<file path="config.mk">
export PLATFORM = sky130hd
export DESIGN_NAME = tmds_channel_decoder
export DESIGN_NICKNAME = d
export VERILOG_FILES = /design/src/rtl/tmds_channel_decoder.sv
export SDC_FILE = /design/constraint.sdc
export NUM_CORES = 1
export LEC_CHECK = 0
export BUFFER_PORTS_ARGS = -buffer_cell sky130_fd_sc_hd__buf_4
export CAP_MARGIN = 20
export CORE_ASPECT_RATIO = 0.5
export CORE_UTILIZATION = 40
export DETAILED_ROUTE_END_ITERATION = 7
export PLACE_DENSITY_LB_ADDON = 0.2
export SETUP_SLACK_MARGIN = 0.5
export SLEW_MARGIN = 40
export SYNTH_ARGS = -nofsm -noshare
export SYNTH_HDL_FRONTEND = slang
export SYNTH_SLANG_ARGS = --single-unit
</file>
<file path="constraint.sdc">
create_clock -name clk -period 8.1 [get_ports clk]
set_input_delay 1.215 -clock clk [delete_from_list [all_inputs] [get_ports clk]]
set_output_delay 1.215 -clock clk [all_outputs]
set_load 0.02 [all_outputs]
</file>
<file path="src/rtl/tmds_channel_decoder.sv">
// TMDS receive channel: hunts the word boundary with a bit-slip window keyed on
// control tokens, then decodes aligned words into pixel data or control bits.
//
// state    | meaning
// S_SEARCH | hunting: count non-token words at this offset, slip when exhausted
// S_VERIFY | token seen: require a run of consecutive tokens before trusting it
// S_LOCKED | aligned: decode words, drop lock after a long gap without tokens
module tmds_channel_decoder #(
  parameter int SEARCH_WORDS = 1024,
  parameter int LOCK_COUNT   = 16,
  parameter int TIMEOUT_W    = 12
) (
  input  logic       clk,
  input  logic       rst_n,
  input  logic [9:0] raw,
  input  logic       raw_valid,
  output logic [7:0] data,
  output logic       de,
  output logic [1:0] ctrl,
  output logic       out_valid,
  output logic       locked,
  output logic [3:0] align_offset
);

  localparam int MISS_W = (SEARCH_WORDS > 1) ? $clog2(SEARCH_WORDS) : 1;
  localparam int RUN_W  = $clog2(LOCK_COUNT + 1);
  localparam logic [MISS_W-1:0]    MISS_LAST = MISS_W'(SEARCH_WORDS - 1);
  localparam logic [RUN_W-1:0]     RUN_LOCK  = RUN_W'(LOCK_COUNT);
  // timeout fires when the counter would reach all-ones
  localparam logic [TIMEOUT_W-1:0] TMO_PRE   = {{(TIMEOUT_W-1){1'b1}}, 1'b0};

  typedef enum logic [1:0] {
    S_SEARCH = 2'd0,
    S_VERIFY = 2'd1,
    S_LOCKED = 2'd2
  } state_t;

  state_t               state_q, state_d;
  logic [9:0]           prev_q, prev_d;
  logic [3:0]           align_q, align_d;
  logic [MISS_W-1:0]    miss_q, miss_d;
  logic [RUN_W-1:0]     run_q, run_d;
  logic [TIMEOUT_W-1:0] tmo_q, tmo_d;
  logic [7:0]           data_q, data_d;
  logic                 de_q, de_d;
  logic [1:0]           ctrl_q, ctrl_d;
  logic                 out_valid_q, out_valid_d;
  logic                 locked_q, locked_d;

  logic [9:0] win;
  logic       is_tok;
  logic [1:0] tok_ctrl;
  logic [7:0] win_d;
  logic [7:0] win_data;

  // extract the 10-bit window at the current offset and decode it both ways
  always_comb begin
    win      = 10'({raw, prev_q} >> align_q);
    is_tok   = 1'b1;
    tok_ctrl = 2'b00;
    case (win)
      10'b1101010100: tok_ctrl = 2'b00;
      10'b0010101011: tok_ctrl = 2'b01;
      10'b0101010100: tok_ctrl = 2'b10;
      10'b1010101011: tok_ctrl = 2'b11;
      default:        is_tok   = 1'b0;
    endcase
    win_d       = win[9] ? ~win[7:0] : win[7:0];
    win_data    = 8'h00;
    win_data[0] = win_d[0];
    for (int i = 1; i < 8; i++) begin
      win_data[i] = win[8] ? (win_d[i] ^ win_d[i-1]) : ~(win_d[i] ^ win_d[i-1]);
    end
  end

  // alignment FSM next state, counters and decoded outputs
  always_comb begin
    state_d     = state_q;
    prev_d      = prev_q;
    align_d     = align_q;
    miss_d      = miss_q;
    run_d       = run_q;
    tmo_d       = tmo_q;
    data_d      = data_q;
    de_d        = de_q;
    ctrl_d      = ctrl_q;
    out_valid_d = 1'b0;
    locked_d    = locked_q;
    if (raw_valid) begin
      prev_d      = raw;
      out_valid_d = 1'b1;
      case (state_q)
        S_SEARCH: begin
          if (is_tok) begin
            state_d = (LOCK_COUNT <= 1) ? S_LOCKED : S_VERIFY;
            run_d   = RUN_W'(1);
            miss_d  = '0;
            tmo_d   = '0;
          end else if (miss_q == MISS_LAST) begin
            miss_d  = '0;
            align_d = (align_q == 4'd9) ? 4'd0 : align_q + 4'd1;
          end else begin
            miss_d  = miss_q + MISS_W'(1);
          end
        end
        S_VERIFY: begin
          if (is_tok) begin
            run_d = run_q + RUN_W'(1);
            if (run_d == RUN_LOCK) begin
              state_d = S_LOCKED;
              tmo_d   = '0;
            end
          end else begin
            state_d = S_SEARCH;
            miss_d  = '0;
          end
        end
        S_LOCKED: begin
          if (is_tok) begin
            tmo_d = '0;
          end else begin
            tmo_d = tmo_q + TIMEOUT_W'(1);
            if (tmo_q == TMO_PRE) begin
              state_d = S_SEARCH;
              miss_d  = '0;
            end
          end
        end
        default: state_d = S_SEARCH;
      endcase
      // output follows the state this word leaves us in
      if (state_d == S_LOCKED) begin
        if (is_tok) begin
          de_d   = 1'b0;
          data_d = 8'h00;
          ctrl_d = tok_ctrl;
        end else begin
          de_d   = 1'b1;
          data_d = win_data;
        end
      end else begin
        de_d   = 1'b0;
        data_d = 8'h00;
      end
      locked_d = (state_d == S_LOCKED);
    end
  end

  // state and output registers
  always_ff @(posedge clk or negedge rst_n) begin
    if (!rst_n) begin
      state_q     <= S_SEARCH;
      prev_q      <= '0;
      align_q     <= '0;
      miss_q      <= '0;
      run_q       <= '0;
      tmo_q       <= '0;
      data_q      <= '0;
      de_q        <= 1'b0;
      ctrl_q      <= 2'b00;
      out_valid_q <= 1'b0;
      locked_q    <= 1'b0;
    end else begin
      state_q     <= state_d;
      prev_q      <= prev_d;
      align_q     <= align_d;
      miss_q      <= miss_d;
      run_q       <= run_d;
      tmo_q       <= tmo_d;
      data_q      <= data_d;
      de_q        <= de_d;
      ctrl_q      <= ctrl_d;
      out_valid_q <= out_valid_d;
      locked_q    <= locked_d;
    end
  end

  assign data         = data_q;
  assign de           = de_q;
  assign ctrl         = ctrl_q;
  assign out_valid    = out_valid_q;
  assign locked       = locked_q;
  assign align_offset = align_q;

endmodule
</file>
==> flow_metrics.py <==
metrics = {
    "clocking": {
        "clock_path_buffers": 2,
        "post-cts-setup-buffers": 0,
        "cts.reportedPaths.clkPinSlew_ns": 0.07,
        "clock-sinks": 56,
        "cts.repair.resized": 0,
        "cts.hold.buffers_added": 0,
        "clk_latency_ns": 0.30,
        "numCtsBuffers": 5,
        "library_cell_used_as_clock_root_buffer": "sky130_fd_sc_hd__clkbuf_16",
        "tritoncts": "built",
        "h-tree-depth": 2,
    },
    "timing": {
        "fin_ws_ns": 3.38,
        "fin_tns_setup_ns": 0,
        "fin_crit_sh_pct": 58.2,
        "worst_slew_margin_rel_pct": 50.7,
        "fmax_ghz": 0.212,
        "finalHoldViolations": 0,
        "rsz0062_at_grt": "no",
        "clk_skew_ns": 0.00536,
        "fin_crit_ns": 4.72,
        "setup_viol": 0,
        "slew_violations": 0,
        "worst-slew-pin-transition_ns": 0.740,
    },
    "worst_setup_path": {
        "timing.critical_path.to_type": "flop",
        "largest_fanout_on_the_critical_path": 15,
        "worst_ep_required_time_ns": 8.27,
        "worstSetupPathType": "input pin to flop",
        "worstSetupStartpointType": "input pin",
        "arrival_ns": 4.89,
    },
    "route": {
        "detail_route.first_pass.iterations": 5,
        "routed_via_density": 5.72,
        "drtIter0Drc": 141,
        "vias_after_detailed_routing": 3094,
        "post-route-drc-count": 0,
        "average_routed_wire_per_standard_cell_um": 16.5,
        "routed_wirelength_um": 8900,
        "route.antenna.remaining_nets": 0,
    },
    "global_route": {
        "busiest_layer": "met2",
        "grt_usage_pct": 19.2,
        "grt_util_met2_pct": 32.4,
        "grtUsageMet1_pct": 25.6,
        "antenna_found_initial": 0,
        "grt_first_pass_wirelength_um": 15300,
        "globalRouteMet3Util_pct": 3.28,
        "grt_max_degree": 57,
        "vias_in_the_first_global_route": 3117,
        "overflow": 0,
    },
    "placement": {
        "placement.setup.worst_slack_ns": 3.10,
        "hpwlAfterDp_um": 6490,
        "globalplace.congestion": 0.901,
        "place.port_buffers": 29,
        "place.detailed.instances": 533,
    },
    "finish": {
        "finish.cell_count_without_fillers": 541,
        "most-common-layout-cells": "sky130_fd_sc_hd__dfrtp_1, sky130_fd_sc_hd__buf_4, sky130_fd_sc_hd__inv_1",
        "layout-area-overhead-vs-synth_pct": 11.7,
        "num-nets-final": 439,
        "antenna_cells": 0,
        "layout-drive-gt1-share_pct": 21.9,
        "layout.cells.most_common": "sky130_fd_sc_hd__dfrtp_1",
    },
    "yosys": {
        "synth_area_um2": 3880,
        "ys_dominant_reg_cell": "sky130_fd_sc_hd__dfrtp_1",
        "synthesis.nets": 419,
        "synth_enable_flop_cells": 0,
        "netlist-cell-type-count": 57,
        "ys_seq_area_share_pct": 36.1,
        "synthArstFlopShare_pct": 100,
        "syn-mean-instance-area_um2": 9.96,
        "ys_ff_latch": 56,
        "ys_warn_count": 0,
        "synth_cells": 390,
    },
    "die": {
        "initial_utilization_pct": 42.8,
        "die-area_um2": 10100,
        "vertical_die_dimension_um": 71.7,
        "placementRows": 24,
        "die_w_um": 141,
        "design.portCount": 30,
        "design.core.area_um2": 9070,
    },
    "power": {
        "total_leakage_power_uw": 0.00182,
        "peakVddDrop_uv": 85.7,
        "power_density_over_the_cells_nw_per_um2": 158,
    },
    "min_path": {
        "hp-class": "flop to flop",
    },
    "run": {
        "max-cap-violations": 0,
    },
    "status": {
        "outcome": "finished clean",
    },
}
==> synth_stat cells (all sizes together), types with 11 or more instances <==
cell   count  area share, %
nor2      23            2.2
nand3     18            2.3
mux2i     11            2.8
a21oi     14            1.9
inv       32            3.1
mux2      27            8.0
nand2     19            1.8
ha        16            5.2
dfrtp     56             36
mux4      15            8.7
o21ai     30            3.9
==> per-stage QoR <==
step                total power (µW)  cell area (µm²)  utilization, %  hold slack, ns
floorplan                        425             3880               -           0.466
CTS                              690             4340            47.8           0.514
global route                     724             4340            47.8           0.533
finish                           685             4340            47.8           0.517
global placement                 459             4190            46.2           0.487
detailed placement               464             4190            46.2           0.502
==> critical path, stage by stage <==
cell                      delay [ns]
sky130_fd_sc_hd__buf_4          0.13
sky130_fd_sc_hd__mux2_2         0.27
sky130_fd_sc_hd__mux2_2         0.28
sky130_fd_sc_hd__mux4_2         0.48
sky130_fd_sc_hd__inv_1          0.11
sky130_fd_sc_hd__ha_1           0.15
sky130_fd_sc_hd__nand4_1        0.14
sky130_fd_sc_hd__nor4b_1        0.51
sky130_fd_sc_hd__a21oi_2        0.15
sky130_fd_sc_hd__nand2_1        0.36
sky130_fd_sc_hd__o32a_1         0.54
sky130_fd_sc_hd__or2_0          0.43
sky130_fd_sc_hd__o21ai_1        0.12
==> sequential cells by signal (all words and copies together), names as in the netlist <==
name	count
ctrl	2
miss_q	10
out_valid	1
locked	1
tmo_q	12
prev_q	10
de	1
data	8
state_q	2
align_offset	4
run_q	5
==> cell type report <==
type                            count  area [µm²]
Inverter                           32         120
Sequential cell                    56        1400
Fill cell                         850        4730
Clock buffer                        7         143
Clock inverter                      1        7.51
Tap cell                          130         163
Timing Repair Buffer               31         233
Multi-Input combinational cell    284        2270
==> where the power goes <==
group,switching (µW),internal (µW),leakage [µW]
registers,28.7,302,0.000733
clock network,102,124,0.0000701
logic,70.8,58.1,0.00102
==> routing by layer <==
metal	up-vias	wire length, µm
met4	0	106
met3	12	286
met2	48	4090
met5	-	0
li1	1468	-
met1	1566	4420
==> cell families (layout without fill, tap and decap cells) <==
family	count (synthesis)	count (layout)	synth area share (%)
mux	53	53	19.6
flops	56	56	36.1
xor+xnor	13	13	2.93
simple gates	108	108	14.2
fa+ha+maj	16	16	5.15
compound gates	94	94	16.7
buf+inv	50	71	5.41
==> worst paths after layout <==
check	startpoint	to	slack, ns	cells past startpoint
min	de$_DFFE_PN0P_	de$_DFFE_PN0P_	0.52	2
min reg2reg	de$_DFFE_PN0P_	de$_DFFE_PN0P_	0.52	2
max in group asynchronous	rst_n	run_q[4]$_DFFE_PN0P_	6.65	1
max	raw[8]	miss_q[2]$_DFFE_PN0P_	3.38	13
max reg2reg	align_offset[1]$_DFFE_PN0P_	miss_q[2]$_DFFE_PN0P_	3.50	12
min in group asynchronous	rst_n	prev_q[6]$_DFFE_PN0P_	0.96	1
Power figures use the tool's default switching activity.
